File: config.mk
export PLATFORM = sky130hd
export DESIGN_NAME = aes_round_sequencer
export DESIGN_NICKNAME = d
export VERILOG_FILES = /design/src/rtl/aes_pkg.sv /design/src/rtl/aes_round_sequencer.sv
export SDC_FILE = /design/constraint.sdc
export NUM_CORES = 1
export LEC_CHECK = 0
export CAP_MARGIN = 20
export CORE_UTILIZATION = 40
export DETAILED_ROUTE_END_ITERATION = 6
export PLACE_DENSITY = 0.7
export SLEW_MARGIN = 20
export SYNTH_ARGS = -nofsm -noshare
export SYNTH_HDL_FRONTEND = slang
export SYNTH_SLANG_ARGS = --single-unit
File: constraint.sdc
create_clock -name clk -period 1.7 [get_ports clk]
set_input_delay 0.34 -clock clk [delete_from_list [all_inputs] [get_ports clk]]
set_output_delay 0.34 -clock clk [all_outputs]
set_load 0.02 [all_outputs]
File: src/rtl/aes_pkg.sv
// Shared encodings for the iterative AES-128 encrypt datapath and its round sequencer.
package aes_pkg;

  localparam int AES128_ROUNDS = 10;

  localparam logic [1:0] SEL_MID    = 2'd0;
  localparam logic [1:0] SEL_FINAL  = 2'd1;
  localparam logic [1:0] SEL_LOAD   = 2'd2;
  localparam logic [1:0] SEL_ROUND0 = 2'd3;

  typedef enum logic [2:0] {
    ST_IDLE   = 3'd0,
    ST_ROUND0 = 3'd1,
    ST_MID    = 3'd2,
    ST_FINAL  = 3'd3,
    ST_DONE   = 3'd4
  } seq_state_t;

endpackage

File: src/rtl/aes_round_sequencer.sv
// Handshaked, abortable round sequencer driving the AES-128 state/key registers and round muxes.
module aes_round_sequencer
  import aes_pkg::*;
#(
  parameter int NUM_ROUNDS = AES128_ROUNDS,
  parameter int ROUND_W    = 8
) (
  input  logic               clk,
  input  logic               rst_n,
  input  logic               in_valid,
  output logic               in_ready,
  input  logic               abort,
  output logic [1:0]         dp_sel,
  output logic               dp_en,
  output logic [ROUND_W-1:0] round_num,
  output logic               out_sel,
  output logic               out_valid,
  input  logic               out_ready,
  output logic               busy
);

  localparam logic [ROUND_W-1:0] LAST_MID  = ROUND_W'(NUM_ROUNDS - 1);
  localparam logic [ROUND_W-1:0] FINAL_RND = ROUND_W'(NUM_ROUNDS);

  seq_state_t         r_state;
  seq_state_t         w_state_nxt;
  logic [ROUND_W-1:0] r_cnt;
  logic [ROUND_W-1:0] w_cnt_nxt;

  always_ff @(posedge clk or negedge rst_n) begin
    if (!rst_n) begin
      r_state <= ST_IDLE;
      r_cnt   <= '0;
    end else begin
      r_state <= w_state_nxt;
      r_cnt   <= w_cnt_nxt;
    end
  end

  always_comb begin
    w_state_nxt = r_state;
    w_cnt_nxt   = r_cnt;
    in_ready    = 1'b0;
    dp_sel      = SEL_LOAD;
    dp_en       = 1'b0;
    round_num   = '0;
    out_sel     = 1'b0;
    out_valid   = 1'b0;
    busy        = 1'b0;
    case (r_state)
      ST_IDLE: begin
        in_ready  = 1'b1;
        dp_en     = in_valid;
        w_cnt_nxt = '0;
        if (in_valid) w_state_nxt = ST_ROUND0;
      end
      ST_ROUND0: begin
        dp_sel = SEL_ROUND0;
        busy   = 1'b1;
        if (abort) begin
          w_state_nxt = ST_IDLE;
          w_cnt_nxt   = '0;
        end else begin
          dp_en       = 1'b1;
          w_state_nxt = ST_MID;
          w_cnt_nxt   = ROUND_W'(1);
        end
      end
      ST_MID: begin
        dp_sel    = SEL_MID;
        busy      = 1'b1;
        round_num = r_cnt;
        // Abort takes priority over the hand-off to the final round.
        if (abort) begin
          w_state_nxt = ST_IDLE;
          w_cnt_nxt   = '0;
        end else begin
          dp_en = 1'b1;
          if (r_cnt >= LAST_MID) begin
            w_state_nxt = ST_FINAL;
            w_cnt_nxt   = FINAL_RND;
          end else begin
            w_cnt_nxt = r_cnt + ROUND_W'(1);
          end
        end
      end
      ST_FINAL: begin
        dp_sel    = SEL_FINAL;
        busy      = 1'b1;
        round_num = FINAL_RND;
        w_cnt_nxt = '0;
        if (abort) begin
          w_state_nxt = ST_IDLE;
        end else begin
          dp_en       = 1'b1;
          w_state_nxt = ST_DONE;
        end
      end
      ST_DONE: begin
        out_valid = 1'b1;
        out_sel   = 1'b1;
        in_ready  = out_ready;
        // Registers hold the ciphertext until it is consumed; a waiting block loads with zero bubble.
        dp_en     = out_ready & in_valid;
        w_cnt_nxt = '0;
        if (out_ready) w_state_nxt = in_valid ? ST_ROUND0 : ST_IDLE;
      end
      default: begin
        w_state_nxt = ST_IDLE;
        w_cnt_nxt   = '0;
      end
    endcase
  end

endmodule
==> results.txt <==
The layout cell share with drive strength beyond 1 is 0.392. Detailed placement ended at an HPWL of about 1000 um. The cell sitting at the root of the clock tree is a sky130_fd_sc_hd__clkbuf_4.

The count of standard-cell rows is 13. The largest voltage drop on the vdd net came out at 0.758 mV. The number of CTS-inserted buffers is 3. The TritonCTS clock tree is done. The post-synthesis register bit count came out at 11. For this run, the share of the core covered by cells in the final layout is 0.690. The tightest min-delay check is of the primary input to async pin type.

Data on the critical path is required at its endpoint by between 1 and 1.5 ns. The final max-slew violation count is 0. The minimum clock period after layout came out at 1.71 ns. The fraction of registers with async set or reset after synthesis is 1.00.

The clock latency of the later-clocked register in the worst-skew pair is between 0.2 and 0.3 ns. The ratio of total power to cell area came out at around 1300 mW/mm^2. The maximum number of pins on one net before global-route repair is 12. The family of cells with the greatest summed delay on the critical path is flip-flops. The top achievable clock speed is about 580 MHz. The netlist uses 25 different library cells. The most frequent standard cell in the layout excluding fill and tap cells is sky130_fd_sc_hd__buf_4.

The global router's overall resource usage came out at 0.213. The total area inside the core boundary comes to between 0.001 and 0.0015 mm^2. The number of buffer cells added on primary ports came out at 19.

The detailed-routing iteration count for the pre-antenna-repair pass came out at 4. In the routed layout, each cell is associated on average with a via count of approximately 4.8. Setup repair after global routing could not meet its margin everywhere. The number of warnings reported in the yosys synthesis log came out at 0.

Setup slack on the critical path of the routed design comes to -0.0119 ns. Counting both buffers and inverters, the worst setup path holds a total of 2. The net count of the finished layout is approximately 110. The diode insertion count for antenna repair is 0. The post-detailed-route count of antenna-violating nets came out at 0. CTS saw 11 sinks.

The number of setup violations in the final report came out at 1. The total overflow left after global routing is 0. The layout has 112 filler cells.

In this run the number of H-tree levels came out at 1. Leaving out fill and tap cells, the most frequent cells in the layout are sky130_fd_sc_hd__buf_4 (14), sky130_fd_sc_hd__dfrtp_1 (10), sky130_fd_sc_hd__buf_2 (6). In this run the count of I/O pins placed on the die edge is 20.

The area growth from synthesis to layout is 57.6%. The number of flops mapped to enable cells by yosys came out at 0. The max-cap violation count is 0.

The number of failing hold endpoints at the final stage is 0. The element type at the critical path end is a primary output. A synthesized cell averages between 9 and 10 um^2. The setup clock skew after layout is 0.00689 ns. The total power of the final layout is 1.22 mW.

Of all nets on the critical path, the largest fanout is 3. The static leakage came out at 0.442 nW. The starting density of the core came out at 0.438. After clock tree synthesis, the clock-pin slew on the worst setup and hold paths is roughly 0.07 ns.

STA classifies the critical path startpoint as a flop. The critical-path cell with the highest stage delay is sky130_fd_sc_hd__dfrtp_1. The cell count after synthesis is 60. The setup path with the least slack is of type flop to primary output. The post-synthesis instance area came out at between 500 and 600 um^2.

The horizontal die dimension is 40.2 um. The first global-routing pass estimated 2190 um of wire. The run finished, with violations left. In the synthesized netlist the dominant register cell turns out to be sky130_fd_sc_hd__dfrtp_1. The clock passes through at most 2 buffers. The largest stage delay on the critical path came out at ~0.40 ns. The share of the clock period used by the worst path after layout came out at 1.01. The share of synthesized area occupied by flip-flops and latches is 0.471. Walking the worst path, the cells encountered are or2b_1 -> buf_4 -> nor3_4 -> buf_6.

The final weighted congestion in routability-driven placement is 0.745. The sequential cells in the finished layout cover a total of ~280 um^2. The first routing iteration left 12 violations. The overall die height is just over 40 um.

The number of vias in the routed layout came out at 535. The total wirelength of the detailed-routed design is 1370 um. Data arrives at the worst endpoint at ~1.4 ns. The checks that failed: setup timing. The initial antenna violation count came to 0. The DRC violation count after routing is 0.

The via count of the first global-routing pass was approximately 540. The average detailed-routed wire length per instance is ~12 um. The total die area came out at around 0.0016 mm^2. The area of the multi-input gates is 330 um^2.
## per-layer routing
metal	GRT usage	vias up	routed length, um
li1	-	267	-
met1	0.233	246	539
met2	0.379	22	729
met3	0.0611	0	101
met4	0.0917	0	0
met5	0	-	0
## synthesized netlist by cell type, types with 2 or more instances
| library cell | instances | share of area |
|---|---|---|
| sky130_fd_sc_hd__nor2_1 | 7 | 0.045 |
| sky130_fd_sc_hd__a21oi_1 | 4 | 0.034 |
| sky130_fd_sc_hd__dfrtp_1 | 11 | 0.47 |
| sky130_fd_sc_hd__or2b_1 | 2 | 0.026 |
| sky130_fd_sc_hd__inv_1 | 5 | 0.032 |
| sky130_fd_sc_hd__ha_1 | 3 | 0.064 |
| sky130_fd_sc_hd__nor3b_1 | 2 | 0.026 |
| sky130_fd_sc_hd__or2_4 | 2 | 0.030 |
| sky130_fd_sc_hd__and2_1 | 7 | 0.075 |
| sky130_fd_sc_hd__nand2b_1 | 2 | 0.021 |
## area by class of cell
class | count | area share
Clock buffer | 4 | 0.0285
Multi-Input combinational cell | 46 | 0.359
Timing Repair Buffer | 31 | 0.272
Inverter | 5 | 0.0204
Tap cell | 15 | 0.0204
Sequential cell | 11 | 0.300
## path summary, 6_finish.rpt
path,from,endpoint,slack [ns],cells after the start
min reg2reg,r_cnt[7],r_cnt[3],0.59,2
min,rst_n,r_cnt[6],0.40,1
max in group asynchronous,rst_n,r_state[2],0.95,1
max reg2reg,r_cnt[0],r_cnt[2],0.25,5
min in group clk,r_cnt[7],r_cnt[3],0.59,2
max,r_state[0],round_num[0],-0.01,4
## what timing repair did
| item | in CTS | in global routing |
|---|---|---|
| hold endpoints to repair | 0 | 0 |
| gates resized for setup | 56 | 20 |
| hold buffers | 0 | 0 |
| setup buffers | 1 | 1 |
| pin swaps | 0 | 2 |
| endpoints found under the setup margin | 15 | 14 |
## per-stage QoR
stage | cells | hold slack (ns) | area [um^2] | TNS [ns] | setup slack [ns]
global route | 112 | 0.444 | 921 | -0.368 | -0.0703
global placement | 106 | 0.548 | 872 | -2.42 | -0.366
detailed placement | 106 | 0.578 | 872 | -2.76 | -0.394
finish | 112 | 0.396 | 921 | -0.0119 | -0.0119
floorplan | 63 | 0.0444 | 596 | 0 | 0.168
CTS | 111 | 0.407 | 878 | -0.123 | -0.123
## sequential cells by signal, summed over array words and instances (netlist names)
name and flops:
r_state 3, r_cnt 8
## kinds of logic (layout without fill, tap and decap cells)
family | count (synthesis) | count (layout) | synth area share
flops | 11 | 11 | 0.471
simple gates | 28 | 28 | 0.300
compound gates | 10 | 10 | 0.0985
other cells | 1 | 4 | 0.00642
buf+inv | 6 | 40 | 0.0450
fa+ha+maj | 3 | 3 | 0.0642
xor+xnor | 1 | 1 | 0.0150
## power breakdown
group	total [mW]	switching, mW	leakage [nW]	internal (mW)
combinational	0.707	0.374	0.287	0.333
sequential	0.342	0.0389	0.140	0.303
clock	0.175	0.0848	0.0150	0.0906
total	1.22	0.498	0.442	0.726
(Power assumes the default switching activity.)
